### src/rtl/rng_ctrl_if.sv
// Consumer-side bus of the rng sequencer: level requests in, one-hot grant plus
// 32-bit random word out.
//   req   : per-requester level request (driven by the consumers)
//   gnt   : one-hot grant, 1-cycle pulse
//   data  : random word, valid while valid=1
//   valid : 1-cycle pulse, coincident with gnt
interface rng_ctrl_if #(
  parameter int unsigned NREQ = 4
);
  logic [NREQ-1:0] req;
  logic [NREQ-1:0] gnt;
  logic [31:0]     data;
  logic            valid;

  modport master (output req, input gnt, data, valid);
  modport slave  (input req, output gnt, data, valid);
endinterface

### src/rtl/rng_ctrl.sv
// Sequencer/arbiter for the rng block. Drives the rng enables, waits for init done,
// then hands out 32-bit random words to NREQ requesters in round-robin order, keeping
// a decorrelation gap between words and a perturbation window every RESEED words.
//   clk_rng, rst_n      : clock, synchronous active-low reset
//   i_start / i_stop    : start pulse / force-idle level
//   i_seed_mode         : latched on start, drives use_seed during warm-up
//   i_rng_initdone      : rng init finished
//   i_rng_state         : rng internal state, source of the delivered words
//   o_rng_*_en          : rng enables (osc, psd, ptb, use_seed)
//   cons                : consumer bus (req / gnt / data / valid)
//   o_busy, o_err       : not idle / sticky warm-up timeout
module rng_ctrl #(
  parameter int unsigned NREQ       = 4,
  parameter int unsigned GAP        = 8,
  parameter int unsigned RESEED     = 64,
  parameter int unsigned PTB_CYCLES = 256,
  parameter int unsigned WARM_TMO   = 4095
) (
  input  logic             clk_rng,
  input  logic             rst_n,
  input  logic             i_start,
  input  logic             i_stop,
  input  logic             i_seed_mode,
  input  logic             i_rng_initdone,
  input  logic [79:0]      i_rng_state,
  output logic             o_rng_osc_en,
  output logic             o_rng_psd_en,
  output logic             o_rng_ptb_en,
  output logic             o_rng_use_seed,
  rng_ctrl_if.slave        cons,
  output logic             o_busy,
  output logic             o_err
);

  localparam int unsigned PtrW  = $clog2(NREQ);
  localparam int unsigned WarmW = $clog2(WARM_TMO + 1);
  localparam int unsigned GapW  = $clog2(GAP + 1);
  localparam int unsigned WordW = $clog2(RESEED + 1);
  localparam int unsigned PtbW  = $clog2(PTB_CYCLES + 1);

  typedef enum logic [2:0] {StIdle, StWarm, StRun, StPtb, StGrant} state_e;

  state_e            state_q, state_d;
  logic [WarmW-1:0]  warm_q, warm_d;
  logic [GapW-1:0]   gap_q, gap_d;
  logic [WordW-1:0]  word_q, word_d;
  logic [PtbW-1:0]   ptb_q, ptb_d;
  logic [PtrW-1:0]   rr_q, rr_d;
  logic [PtrW-1:0]   win_q, win_d;
  logic              seed_q, seed_d;
  logic              err_q, err_d;

  logic [PtrW-1:0]   winner;
  logic              found;
  logic [PtrW:0]     idx;

  // Bits 47:32 of the rng state do not contribute to the delivered word.
  logic unused_state;
  assign unused_state = ^i_rng_state[47:32];

  // Round-robin pick: first asserted request at or after rr_q, wrapping.
  always_comb begin
    winner = rr_q;
    found  = 1'b0;
    idx    = '0;
    for (int unsigned i = 0; i < NREQ; i++) begin
      idx = {1'b0, rr_q} + (PtrW + 1)'(i);
      if (idx >= (PtrW + 1)'(NREQ)) idx = idx - (PtrW + 1)'(NREQ);
      if (!found && cons.req[PtrW'(idx)]) begin
        found  = 1'b1;
        winner = PtrW'(idx);
      end
    end
  end

  // Outputs decoded from the current state; i_stop only suppresses the grant.
  always_comb begin
    o_rng_osc_en   = 1'b0;
    o_rng_psd_en   = 1'b0;
    o_rng_ptb_en   = 1'b0;
    o_rng_use_seed = 1'b0;
    cons.gnt       = '0;
    cons.valid     = 1'b0;
    cons.data      = '0;
    unique case (state_q)
      StWarm: begin
        o_rng_osc_en   = 1'b1;
        o_rng_psd_en   = 1'b1;
        o_rng_use_seed = seed_q;
      end
      StRun: begin
        o_rng_osc_en = 1'b1;
        o_rng_psd_en = 1'b1;
      end
      StPtb: begin
        o_rng_osc_en = 1'b1;
        o_rng_psd_en = 1'b1;
        o_rng_ptb_en = 1'b1;
      end
      StGrant: begin
        o_rng_osc_en = 1'b1;
        o_rng_psd_en = 1'b1;
        if (!i_stop) begin
          cons.gnt   = NREQ'(1) << win_q;
          cons.valid = 1'b1;
          cons.data  = i_rng_state[79:48] ^ i_rng_state[31:0];
        end
      end
      default: ;
    endcase
  end

  assign o_busy = (state_q != StIdle);
  assign o_err  = err_q;

  // Next-state logic; i_stop freezes every register except the state.
  always_comb begin
    state_d = state_q;
    warm_d  = warm_q;
    gap_d   = gap_q;
    word_d  = word_q;
    ptb_d   = ptb_q;
    rr_d    = rr_q;
    win_d   = win_q;
    seed_d  = seed_q;
    err_d   = err_q;
    if (i_stop) begin
      state_d = StIdle;
    end else begin
      unique case (state_q)
        StIdle: begin
          if (i_start) begin
            state_d = StWarm;
            seed_d  = i_seed_mode;
            err_d   = 1'b0;
            warm_d  = '0;
          end
        end
        StWarm: begin
          if (i_rng_initdone) begin
            state_d = StRun;
            gap_d   = '0;
            word_d  = '0;
          end else if (warm_q == WarmW'(WARM_TMO - 1)) begin
            state_d = StIdle;
            err_d   = 1'b1;
          end else begin
            warm_d = warm_q + 1'b1;
          end
        end
        StRun: begin
          if (gap_q == GapW'(GAP) && |cons.req) begin
            state_d = StGrant;
            win_d   = winner;
          end else if (gap_q != GapW'(GAP)) begin
            gap_d = gap_q + 1'b1;
          end
        end
        StGrant: begin
          rr_d  = (win_q == PtrW'(NREQ - 1)) ? '0 : win_q + 1'b1;
          // The grant cycle itself is the first psd-advance cycle of the next gap,
          // so back-to-back words land exactly GAP+1 cycles apart.
          gap_d = GapW'(1);
          if (word_q == WordW'(RESEED - 1)) begin
            state_d = StPtb;
            word_d  = '0;
            ptb_d   = '0;
          end else begin
            state_d = StRun;
            word_d  = word_q + 1'b1;
          end
        end
        StPtb: begin
          if (ptb_q == PtbW'(PTB_CYCLES - 1)) begin
            state_d = StRun;
            gap_d   = '0;
          end else begin
            ptb_d = ptb_q + 1'b1;
          end
        end
        default: state_d = StIdle;
      endcase
    end
  end

  always_ff @(posedge clk_rng) begin
    if (!rst_n) begin
      state_q <= StIdle;
      warm_q  <= '0;
      gap_q   <= '0;
      word_q  <= '0;
      ptb_q   <= '0;
      rr_q    <= '0;
      win_q   <= '0;
      seed_q  <= 1'b0;
      err_q   <= 1'b0;
    end else begin
      state_q <= state_d;
      warm_q  <= warm_d;
      gap_q   <= gap_d;
      word_q  <= word_d;
      ptb_q   <= ptb_d;
      rr_q    <= rr_d;
      win_q   <= win_d;
      seed_q  <= seed_d;
      err_q   <= err_d;
    end
  end

endmodule

### src/flat_wrapper.sv
// flat-port wrapper written by rule: the top's interface ports become plain ports
module rng_ctrl_flat 
#(
  parameter int unsigned NREQ       = 4,
  parameter int unsigned GAP        = 8,
  parameter int unsigned RESEED     = 64,
  parameter int unsigned PTB_CYCLES = 256,
  parameter int unsigned WARM_TMO   = 4095
)
  (clk_rng, rst_n, i_start, i_stop, i_seed_mode, i_rng_initdone, i_rng_state, o_rng_osc_en, o_rng_psd_en, o_rng_ptb_en, o_rng_use_seed, o_busy, o_err, cons_req, cons_gnt, cons_data, cons_valid);
  rng_ctrl_if #(.NREQ(NREQ)) cons_i ();
  input  logic clk_rng;
  input  logic rst_n;
  input  logic i_start;
  input  logic i_stop;
  input  logic i_seed_mode;
  input  logic i_rng_initdone;
  input  logic [79:0] i_rng_state;
  output logic o_rng_osc_en;
  output logic o_rng_psd_en;
  output logic o_rng_ptb_en;
  output logic o_rng_use_seed;
  output logic o_busy;
  output logic o_err;
  input wire logic [$bits(cons_i.req)-1:0] cons_req;
  output wire logic [$bits(cons_i.gnt)-1:0] cons_gnt;
  output wire logic [$bits(cons_i.data)-1:0] cons_data;
  output wire logic [$bits(cons_i.valid)-1:0] cons_valid;
  assign cons_i.req = cons_req;
  assign cons_gnt = cons_i.gnt;
  assign cons_data = cons_i.data;
  assign cons_valid = cons_i.valid;
  rng_ctrl #(.NREQ(NREQ), .GAP(GAP), .RESEED(RESEED), .PTB_CYCLES(PTB_CYCLES), .WARM_TMO(WARM_TMO)) u_core (.clk_rng(clk_rng), .rst_n(rst_n), .i_start(i_start), .i_stop(i_stop), .i_seed_mode(i_seed_mode), .i_rng_initdone(i_rng_initdone), .i_rng_state(i_rng_state), .o_rng_osc_en(o_rng_osc_en), .o_rng_psd_en(o_rng_psd_en), .o_rng_ptb_en(o_rng_ptb_en), .o_rng_use_seed(o_rng_use_seed), .cons(cons_i), .o_busy(o_busy), .o_err(o_err));
endmodule
### config.mk
export PLATFORM = sky130hd
export DESIGN_NAME = rng_ctrl_flat
export DESIGN_NICKNAME = d
export VERILOG_FILES = /design/src/rtl/rng_ctrl_if.sv /design/src/rtl/rng_ctrl.sv /design/src/flat_wrapper.sv
export SDC_FILE = /design/constraint.sdc
export NUM_CORES = 1
export LEC_CHECK = 0
export BUFFER_PORTS_ARGS = -buffer_cell sky130_fd_sc_hd__buf_2
export CORE_AREA = 5 5 109 70
export DETAILED_ROUTE_END_ITERATION = 6
export DIE_AREA = 0 0 114 75
export GPL_TIMING_DRIVEN = 0
export PLACE_DENSITY = 0.76
export SLEW_MARGIN = 20
export SYNTH_ARGS = -nofsm -noshare
export SYNTH_HDL_FRONTEND = slang
export SYNTH_SLANG_ARGS = --single-unit
### constraint.sdc
create_clock -name clk_rng -period 3.2 [get_ports clk_rng]
set_clock_uncertainty 0.1 [all_clocks]
set_input_delay 0.64 -clock clk_rng [delete_from_list [all_inputs] [get_ports clk_rng]]
set_output_delay 0.64 -clock clk_rng [all_outputs]
set_load 0.03 [all_outputs]
==> key figures, run 1 <==
Finish
  – Fraction of layout instances using a drive strength above 1: 27.4%
  – Post-Layout Cell Count: 573
  – End-of-flow core utilization: 55.8%
  – Nets: 586
  – Antenna Cells: 0
  – Finished Cell Area: 3610 sq um
  – Area Overhead vs Synth: 28.5%

Synth
  – Post-synth top cells: 46 x nor2_1, 41 x dfxtp_1, 37 x xnor2_1
  – Primary FF master, synth: dfxtp_1
  – Seq/Total Area, Yosys: 29.2%
  – Yosys warnings: 0
  – Top cells by area, synth: dfxtp_1 29%, xnor2_1 12%, nor2_1 6.1%, a21oi_1 5.5%, ha_1 4.9%
  – Synth Area per Inst: 7.75 sq um
  – Post-synth EDFFs: 0
  – Synthesized flop and latch total: 41
  – Ys async rst share: 0%
  – Most numerous cell in the Yosys netlist: nor2_1
  – Synth top area share: 29.2%
  – Largest area contributor in the netlist: dfxtp_1
  – Synth Cell Area: 2810 sq um
  – Netlist cell types: 54
  – Syn nets: 464
  – Cells after synthesis: 363

Place
  – DP HPWL: 6.27 mm
  – RD Place Congestion: 0.857
  – Placement Cell Area: 3500 sq um
  – Port buffer count: 115
  – Inst Count DP: 565

STA
  – Unrepaired setup endpoints after global routing: false
  – Worst-margin pin slew: 0.823 ns
  – Final period utilization: 89.5%
  – Fin. Hold Viols: 0
  – Setup violators final: 0
  – Setup_tns: 0 ns
  – Hold Slack: 0.367 ns
  – Worst slew margin: 44.7%
  – Final Max Slew Viols: 0
  – Period minus WS final: 2.86 ns
  – FMAX: 349 MHz

Clock tree
  – Cts repair resizes: 0
  – Clk_lat worst skew: 0.30 ns
  – Clk root buf: clkbuf_8
  – # H-tree levels: 2
  – Clk buf depth: 2
  – Setup Buffers After CTS: 0
  – TritonCTS clock tree: done
  – Clock transition at path regs: 0.08 ns
  – CTS Hold Bufs: 0
  – CTS buffer count: 5
  – Clock Sinks: 41

Setup path
  – WP buf/inv: 4
  – Worst path top cell family by delay: buffers and inverters
  – CP max-delay cell: or4b_1
  – Most frequent CP cell: buf_2
  – Type of the worst setup path: in -> out
  – Worst Setup Start Kind: input port
  – Crit Path Max Fanout: 10
  – Worst EP arrival: 2.12 ns
  – Cell Chain, Critical Path: buf_2 > or4b_1 > buf_2 > buf_1 > nor2_1 > buf_2
  – CP peak stage delay: 0.46 ns
  – CP endpoint kind: primary output
  – Critical Path RT: 2.46 ns
  – Flop2flop setup slack: 0.70 ns

Pwr
  – Pwr per Cell Area: 306 nW/um^2
  – Max VDD drop: 262 uV
  – Lkg Pwr: 1.45 nW

Floorplan
  – Die ar.: 8550 sq um
  – Core area: 6470 sq um
  – Initial Utilization: 43.4%
  – Ports: 133
  – Height of the die: 75 um
  – Die X: 114 um
  – FP Rows: 23

GRT
  – Global-route wire length before repair: 12.6 mm
  – Largest net degree at the start of global routing: 13
  – All-Layer GR Usage: 17.7%
  – Initial antenna violation count: 0
  – Grt ovf: 0
  – Vias in the first global route: 2779

Routing
  – Total Wirelength: 7.91 mm
  – Vias: 3063
  – DR vias/cell: 5.35
  – Met3 routed WL: 701 um
  – DRT Pass-1 Iters: 4
  – DR WL met2: 3.65 mm
  – DRC: 0
  – Metal-1 WL: 3.48 mm
  – Top layer used by detailed routing: met4
  – Initial DRC Count: 141
  – Avg WL per Cell: 13.8 um
  – Antenna-violating nets left: 0

Flow run
  – Max_cap viols: 0

Min path
  – Worst hold path class: reg -> reg

Run status
  – Run status: finished clean
[final timing paths]
path	depth (start not counted)	from	endpoint
hold / removal	1	u_core.word_q[6]	u_core.word_q[6]
setup / recovery	6	i_stop	cons_data[19]
setup reg to reg	8	u_core.ptb_q[0]	u_core.ptb_q[6]
hold reg to reg	1	u_core.word_q[6]	u_core.word_q[6]
[layout make-up]
type | count | area (sq um)
fillers | 615 | 2860
multi-input cells | 291 | 1870
flip-flops and latches | 41 | 821
repair buffers | 115 | 576
well taps | 87 | 109
clock buffers | 7 | 86.3
plain buffers | 15 | 65.1
inverters | 16 | 60.1
clock inverters | 1 | 30.0
[sequential cells by signal, indices dropped and copies added, names as in the netlist]
name	flops
u_core.win_q	2
u_core.word_q	7
u_core.state_q	3
u_core.gap_q	4
u_core.ptb_q	9
u_core.rr_q	2
u_core.seed_q	1
u_core.o_err	1
u_core.warm_q	12
[cell families after synthesis]
logic type | count (synthesis) | share of synthesized area, %
flip-flops | 41 | 29.2
AO/OA/AOI/OAI | 83 | 18.8
multiplexers | 3 | 1.11
adder cells (fa/ha/maj) | 11 | 4.90
XOR/XNOR | 37 | 11.5
AND/OR/NAND/NOR | 157 | 30.0
buffers and inverters | 31 | 4.45
[worst reg2reg max path: stages (launching register included)]
cell,delay (ns)
dfxtp_1,0.34
ha_1,0.25
nand3_1,0.09
nor2_1,0.06
ha_1,0.21
nor4bb_1,0.48
a32oi_1,0.29
or4_1,0.47
a21oi_1,0.15
[layer usage]
layer / GRT usage, % / vias to the layer above
met5: 0 / -
met3: 4.10 / 9
met1: 24.1 / 1389
li1: - / 1552
met4: 5.14 / 0
met2: 28.3 / 113
[cell usage in the layout (no fill, tap or decap), types with 2 or more instances in the layout]
cell      count
buf_4         2
nor3b_1       4
ha_1         11
a31oi_1       4
o21ai_1       4
or2_2         2
a32oi_1       2
nor4_1        4
and2_1        6
o211ai_1      5
nand4_1       5
o21a_1        2
a211oi_1      8
buf_2       116
a21o_1        2
or4_1        11
clkbuf_8      6
nand3b_1      2
dfxtp_1      41
mux2i_1       2
inv_1        14
or3_1        10
nand2b_1      4
nor2_1       46
xnor2_1      37
nand2_1      25
clkbuf_1      9
nor3_1        3
and4_1        2
o31ai_1       9
buf_1         4
or3b_1        2
nand3_1      15
nor2b_1       5
and3_1        3
a21oi_1      31
o32ai_1       2
o21ai_0       8
[stage by stage]
step                      worst slack [ns]  power, mW
after floorplan                      0.566      0.605
after global placement               0.352      0.672
after detailed placement             0.344      0.675
after CTS                            0.348       1.11
after global routing                 0.221       1.15
final                                0.336       1.10
[where the power goes]
part	switching (mW)	internal [mW]
sequential	0.00272	0.512
combinational	0.0733	0.0760
clock	0.186	0.254
(Power assumes the default switching activity.)
==> run 2: changes to the inputs <==
CTS_BUF_LIST = sky130_fd_sc_hd__clkbuf_4 sky130_fd_sc_hd__clkbuf_8   (was unset)
==> run 2 against run 1 <==
Against the previous run:
- die area unchanged
- combinational power about the same
- register-to-register slack is essentially flat
- non-clock buffer count did not move
- hold slack is essentially flat
- final area increased by 0.10%
- count of clock-buffer cells in the layout stayed put
- highest routed layer unchanged
- critical endpoint unchanged
- utilization increased by 0.058 points
- largest power group unchanged
==> key figures, run 2 (synthesis results as in run 1) <==
Floorplan
  – Core area: 6470 sq um
  – FP Rows: 23
  – Die X: 114 um
  – Initial Utilization: 43.4%
  – Die ar.: 8550 sq um
  – Height of the die: 75 um
  – Ports: 133

STA
  – Worst-margin pin slew: 0.854 ns
  – Unrepaired setup endpoints after global routing: false
  – Hold Slack: 0.366 ns
  – Worst slew margin: 42.6%
  – Final period utilization: 89.5%
  – Setup_tns: 0 ns
  – FMAX: 349 MHz
  – Fin. Hold Viols: 0
  – Setup WS post-layout: 0.337 ns
  – Period minus WS final: 2.86 ns
  – Setup violators final: 0
  – Final Max Slew Viols: 0

Run status
  – Run status: finished clean

Routing
  – Antenna-violating nets left: 0
  – Avg WL per Cell: 13.8 um
  – DRT Pass-1 Iters: 4
  – Metal-1 WL: 3.48 mm
  – DR vias/cell: 5.32
  – Initial DRC Count: 144
  – Met3 routed WL: 680 um
  – Total Wirelength: 7.90 mm
  – Vias: 3048
  – DRC: 0
  – Top layer used by detailed routing: met4
  – DR WL met2: 3.66 mm

Finish
  – Max reg flops: 12
  – Fraction of layout instances using a drive strength above 1: 27.6%
  – Nets: 586
  – Antenna Cells: 0
  – Biggest register: u_core.warm_q
  – Commonest cells after routing, fill and taps aside: 116 x buf_2, 46 x nor2_1, 41 x dfxtp_1
  – Area occupied by multi-input gates: 1870 sq um
  – Reg area: 821 sq um
  – Most common cell after layout, fill and taps aside: buf_2
  – Area Overhead vs Synth: 28.6%
  – Largest registers: u_core.warm_q (12), u_core.ptb_q (9), u_core.word_q (7)
  – # fillers: 614

GRT
  – Global-route wire length before repair: 12.6 mm
  – Initial antenna violation count: 0
  – All-Layer GR Usage: 17.7%
  – Grt ovf: 0
  – Largest net degree at the start of global routing: 13
  – Vias in the first global route: 2779

Setup path
  – Worst Setup Start Kind: input port
  – Worst EP arrival: 2.12 ns
  – Crit Path Max Fanout: 10
  – CP peak stage delay: 0.46 ns
  – CP endpoint kind: primary output
  – Most frequent CP cell: buf_2
  – CP max-delay cell: or4b_1
  – Critical Path RT: 2.46 ns
  – Type of the worst setup path: in -> out
  – Cell Chain, Critical Path: buf_2 > or4b_1 > buf_2 > buf_1 > nor2_1 > buf_2

Flow run
  – Max_cap viols: 0

Place
  – DP HPWL: 6.27 mm
  – Place WS: 0.344 ns
  – RD Place Congestion: 0.857
  – Port buffer count: 115

Clock tree
  – Clk root buf: clkbuf_8
  – Setup Buffers After CTS: 0
  – Clock Sinks: 41
  – CTS Hold Bufs: 0
  – CTS buffer count: 5
  – # H-tree levels: 2
  – Clock transition at path regs: 0.08 ns
  – Clk buf depth: 2
  – Clk_lat worst skew: 0.30 ns
  – TritonCTS clock tree: done
  – Cts repair resizes: 0

Pwr
  – Lkg Pwr: 1.45 nW
  – Pwr per Cell Area: 308 nW/um^2
  – Max VDD drop: 263 uV

Min path
  – Worst hold path class: reg -> reg
-- run 2: cell counts in the layout (fill, tap and decap cells not counted) --
No cell type changed its count.
-- run 2: layout make-up --
type	instances	share of cell area (%)
sequential	41	22.7
buffer	15	1.80
clock buffer	7	2.49
tap	87	3.01
clock inverter	1	0.830
multi-input combinational	291	51.6
inverter	16	1.66
timing repair buffer	115	15.9
-- run 2: routing by layer --
layer	global-route usage (%)	vias to the layer above
met5	0	-
met4	5.14	0
met3	4.10	9
met2	28.3	98
met1	24.1	1390
li1	-	1551
-- run 2: report_power, final --
part | total, mW | switching (mW) | leakage [nW] | internal, mW
sequential | 0.515 | 0.00272 | 0.330 | 0.512
clock | 0.449 | 0.186 | 0.0619 | 0.263
combinational | 0.149 | 0.0732 | 1.06 | 0.0760
-- run 2: worst max-delay path, delay by kind of cell --
kind	cells	cell delay, ns
buf+inv	4	0.80
simple gates	2	0.67
-- run 2: worst paths after layout --
check | from | endpoint | slack [ns] | depth (start not counted)
worst max-delay path | i_stop | cons_data[19] | 0.34 | 6
worst min-delay path | u_core.word_q[6] | u_core.word_q[6] | 0.37 | 1
worst max register to register | u_core.ptb_q[0] | u_core.ptb_q[6] | 0.70 | 8
worst min register to register | u_core.word_q[6] | u_core.word_q[6] | 0.37 | 1
-- run 2: stage by stage --
stage	util, %	std cells	cell area, sq um	total power [mW]
after floorplan	-	363	2810	0.605
after global placement	54.0	565	3500	0.672
after CTS	55.8	573	3620	1.12
after global routing	55.8	573	3620	1.16
final	55.8	573	3620	1.11
after detailed placement	54.0	565	3500	0.675
==> run 3: changes to the inputs <==
ABC_AREA = 1   (was unset)
CORE_AREA = 5 5 113 72   (was 5 5 109 70)
DIE_AREA = 0 0 118 77   (was 0 0 114 75)
PLACE_DENSITY = 0.75   (was 0.76)
==> run 3 against run 2 <==
Against the previous run:
- synthesized area increased by 8.8%
- final area increased by 7.1%
- clock power about the same
- worst setup slack got worse by 0.028 ns
- die area increased by 6.3%
- global-route usage increased by 1.5 points
==> key figures, run 3 <==
Floorplan
  – Ports: 133
  – Core area: 7030 sq um
  – Die ar.: 9090 sq um
  – Initial Utilization: 43.5%
  – Die X: 118 um
  – FP Rows: 24
  – Height of the die: 77 um

Finish
  – Largest registers: u_core.warm_q (12), u_core.ptb_q (9), u_core.word_q (7)
  – Finished Cell Area: 3870 sq um
  – Nets: 695
  – Commonest cells after routing, fill and taps aside: 120 x buf_2, 106 x nand2_1, 90 x nor2_1
  – Most common cell after layout, fill and taps aside: buf_2
  – Area Overhead vs Synth: 26.6%
  – Area occupied by multi-input gates: 1970 sq um
  – Max reg flops: 12
  – Reg area: 821 sq um
  – # fillers: 683
  – Biggest register: u_core.warm_q
  – Fraction of layout instances using a drive strength above 1: 26.9%

Setup path
  – CP endpoint kind: primary output
  – Worst Setup Start Kind: flop
  – Worst EP arrival: 2.15 ns
  – Type of the worst setup path: reg -> out
  – Crit Path Max Fanout: 10
  – Critical Path RT: 2.46 ns
  – R2R depth: 12

STA
  – Hold Slack: 0.355 ns
  – Setup_tns: 0 ns
  – FMAX: 346 MHz
  – Worst slew margin: 61.5%
  – Unrepaired setup endpoints after global routing: false
  – Final period utilization: 90.4%
  – Final Max Slew Viols: 0
  – Fin. Hold Viols: 0
  – Period minus WS final: 2.89 ns
  – Setup violators final: 0
  – Worst-margin pin slew: 0.577 ns

Synth
  – Post-synth EDFFs: 0
  – Netlist cell types: 35
  – Top cells by area, synth: dfxtp_1 27%, nand2_1 13%, nor2_1 11%, xnor2_1 9.2%, inv_1 5.9%
  – Synth top area share: 26.8%
  – Post-synth top cells: 106 x nand2_1, 90 x nor2_1, 48 x inv_1
  – Largest area contributor in the netlist: dfxtp_1
  – Cells after synthesis: 472
  – Synth Cell Area: 3060 sq um
  – Yosys warnings: 0
  – Synth Area per Inst: 6.48 sq um
  – Most numerous cell in the Yosys netlist: nand2_1
  – Synthesized flop and latch total: 41
  – Primary FF master, synth: dfxtp_1
  – Syn nets: 573
  – Ys async rst share: 0%
  – Seq/Total Area, Yosys: 26.8%

Pwr
  – Reg power frac: 43.5%
  – Max VDD drop: 183 uV
  – Lkg Pwr: 1.80 nW
  – Clk pwr share: 36.9%
  – Pwr per Cell Area: 313 nW/um^2
  – P_sw: 333 uW
  – Design internal power: 881 uW
  – Comb pwr share: 19.6%
  – Sw frac: 27.4%

Clock tree
  – Clk buf depth: 2
  – TritonCTS clock tree: done
  – Clock transition at path regs: 0.09 ns
  – Cts repair resizes: 0
  – CTS buffer count: 5
  – Setup Buffers After CTS: 0
  – Clk root buf: clkbuf_8
  – Clock Sinks: 41
  – # H-tree levels: 2
  – CTS Hold Bufs: 0
  – Clk_lat worst skew: 0.31 ns

GRT
  – Initial antenna violation count: 2
  – Vias in the first global route: 3071
  – All-Layer GR Usage: 19.2%
  – Global-route wire length before repair: 14.5 mm
  – Largest net degree at the start of global routing: 13
  – Grt ovf: 0

Place
  – RD Place Congestion: 0.879
  – Port buffer count: 115
  – Placement Cell Area: 3750 sq um
  – DP HPWL: 7.28 mm

Run status
  – Run status: finished clean

Routing
  – DRT Pass-1 Iters: 6
  – DR vias/cell: 4.85
  – Antenna-violating nets left: 0
  – Vias: 3338
  – DRC: 0
  – Initial DRC Count: 152
  – Avg WL per Cell: 12.9 um
  – Total Wirelength: 8.90 mm

Min path
  – Hold depth: 2
  – Worst hold path class: reg -> reg

Flow run
  – Max_cap viols: 0
-- run 3: per-stage QoR --
stage                     total power, mW  std cells  util, %  worst slack (ns)
after floorplan                     0.687        472        -             0.403
after global placement              0.771        678     53.3             0.693
after detailed placement            0.776        678     53.3             0.677
after CTS                            1.22        686     55.0             0.334
after global routing                 1.28        688     55.1             0.203
final                                1.21        688     55.1             0.309
-- run 3: cells by family (layout without fill, tap and decap cells) --
family	Yosys count	count (layout)	share of synthesized area [%]
and+or+nand+nor	257	257	37.2
DFF	41	41	26.8
adders and majority gates	11	11	4.50
buffers and inverters	65	188	8.88
xor gates and xnor gates	45	45	12.9
AOI/OAI and AO/OA	53	53	9.74
other	0	2	0
-- run 3: final cells by class --
type                       count  share of cell area, %
clock buffer                   7                   2.33
multi-input combinational    366                   50.8
clock inverter                 1                  0.775
antenna                        2                  0.129
sequential                    41                   21.2
timing repair buffer         115                   14.9
inverter                      55                   5.40
buffer                        10                   1.62
tap                           91                   2.94
-- run 3: critical path, cell delays in order, from the launching register on --
cell and delay, ns:
dfxtp_1 0.38, inv_4 0.15, nand2_2 0.09, nor2_2 0.18, inv_2 0.14, nor2_1 0.22
inv_2 0.13, buf_2 0.20, nor2_1 0.14, buf_2 0.22
-- run 3: final timing paths --
| check | endpoint | startpoint | slack [ns] |
|---|---|---|---|
| worst max-delay path | cons_data[14] | u_core.state_q[1] | 0.31 |
| worst min-delay path | u_core.seed_q | u_core.seed_q | 0.36 |
| worst max register to register | u_core.state_q[1] | u_core.ptb_q[0] | 1.05 |
| worst min register to register | u_core.seed_q | u_core.seed_q | 0.36 |
-- run 3: power by group through the flow --
stage | registers [mW] | logic, mW | clock network (mW)
2_1_floorplan | 0.538 | 0.149 | 0
3_3_place_gp | 0.539 | 0.232 | 0
3_5_place_dp | 0.540 | 0.236 | 0
4_1_cts | 0.528 | 0.237 | 0.457
5_1_grt | 0.529 | 0.263 | 0.483
6_report | 0.528 | 0.238 | 0.448
-- run 3: layer usage --
metal / up-vias / share of wire [%] / GRT usage [%]
met5: - / 0 / 0
met4: 0 / 2.3 / 6.30
met3: 18 / 8.1 / 4.63
met2: 141 / 45 / 31.5
met1: 1452 / 45 / 24.8
li1: 1727 / - / -
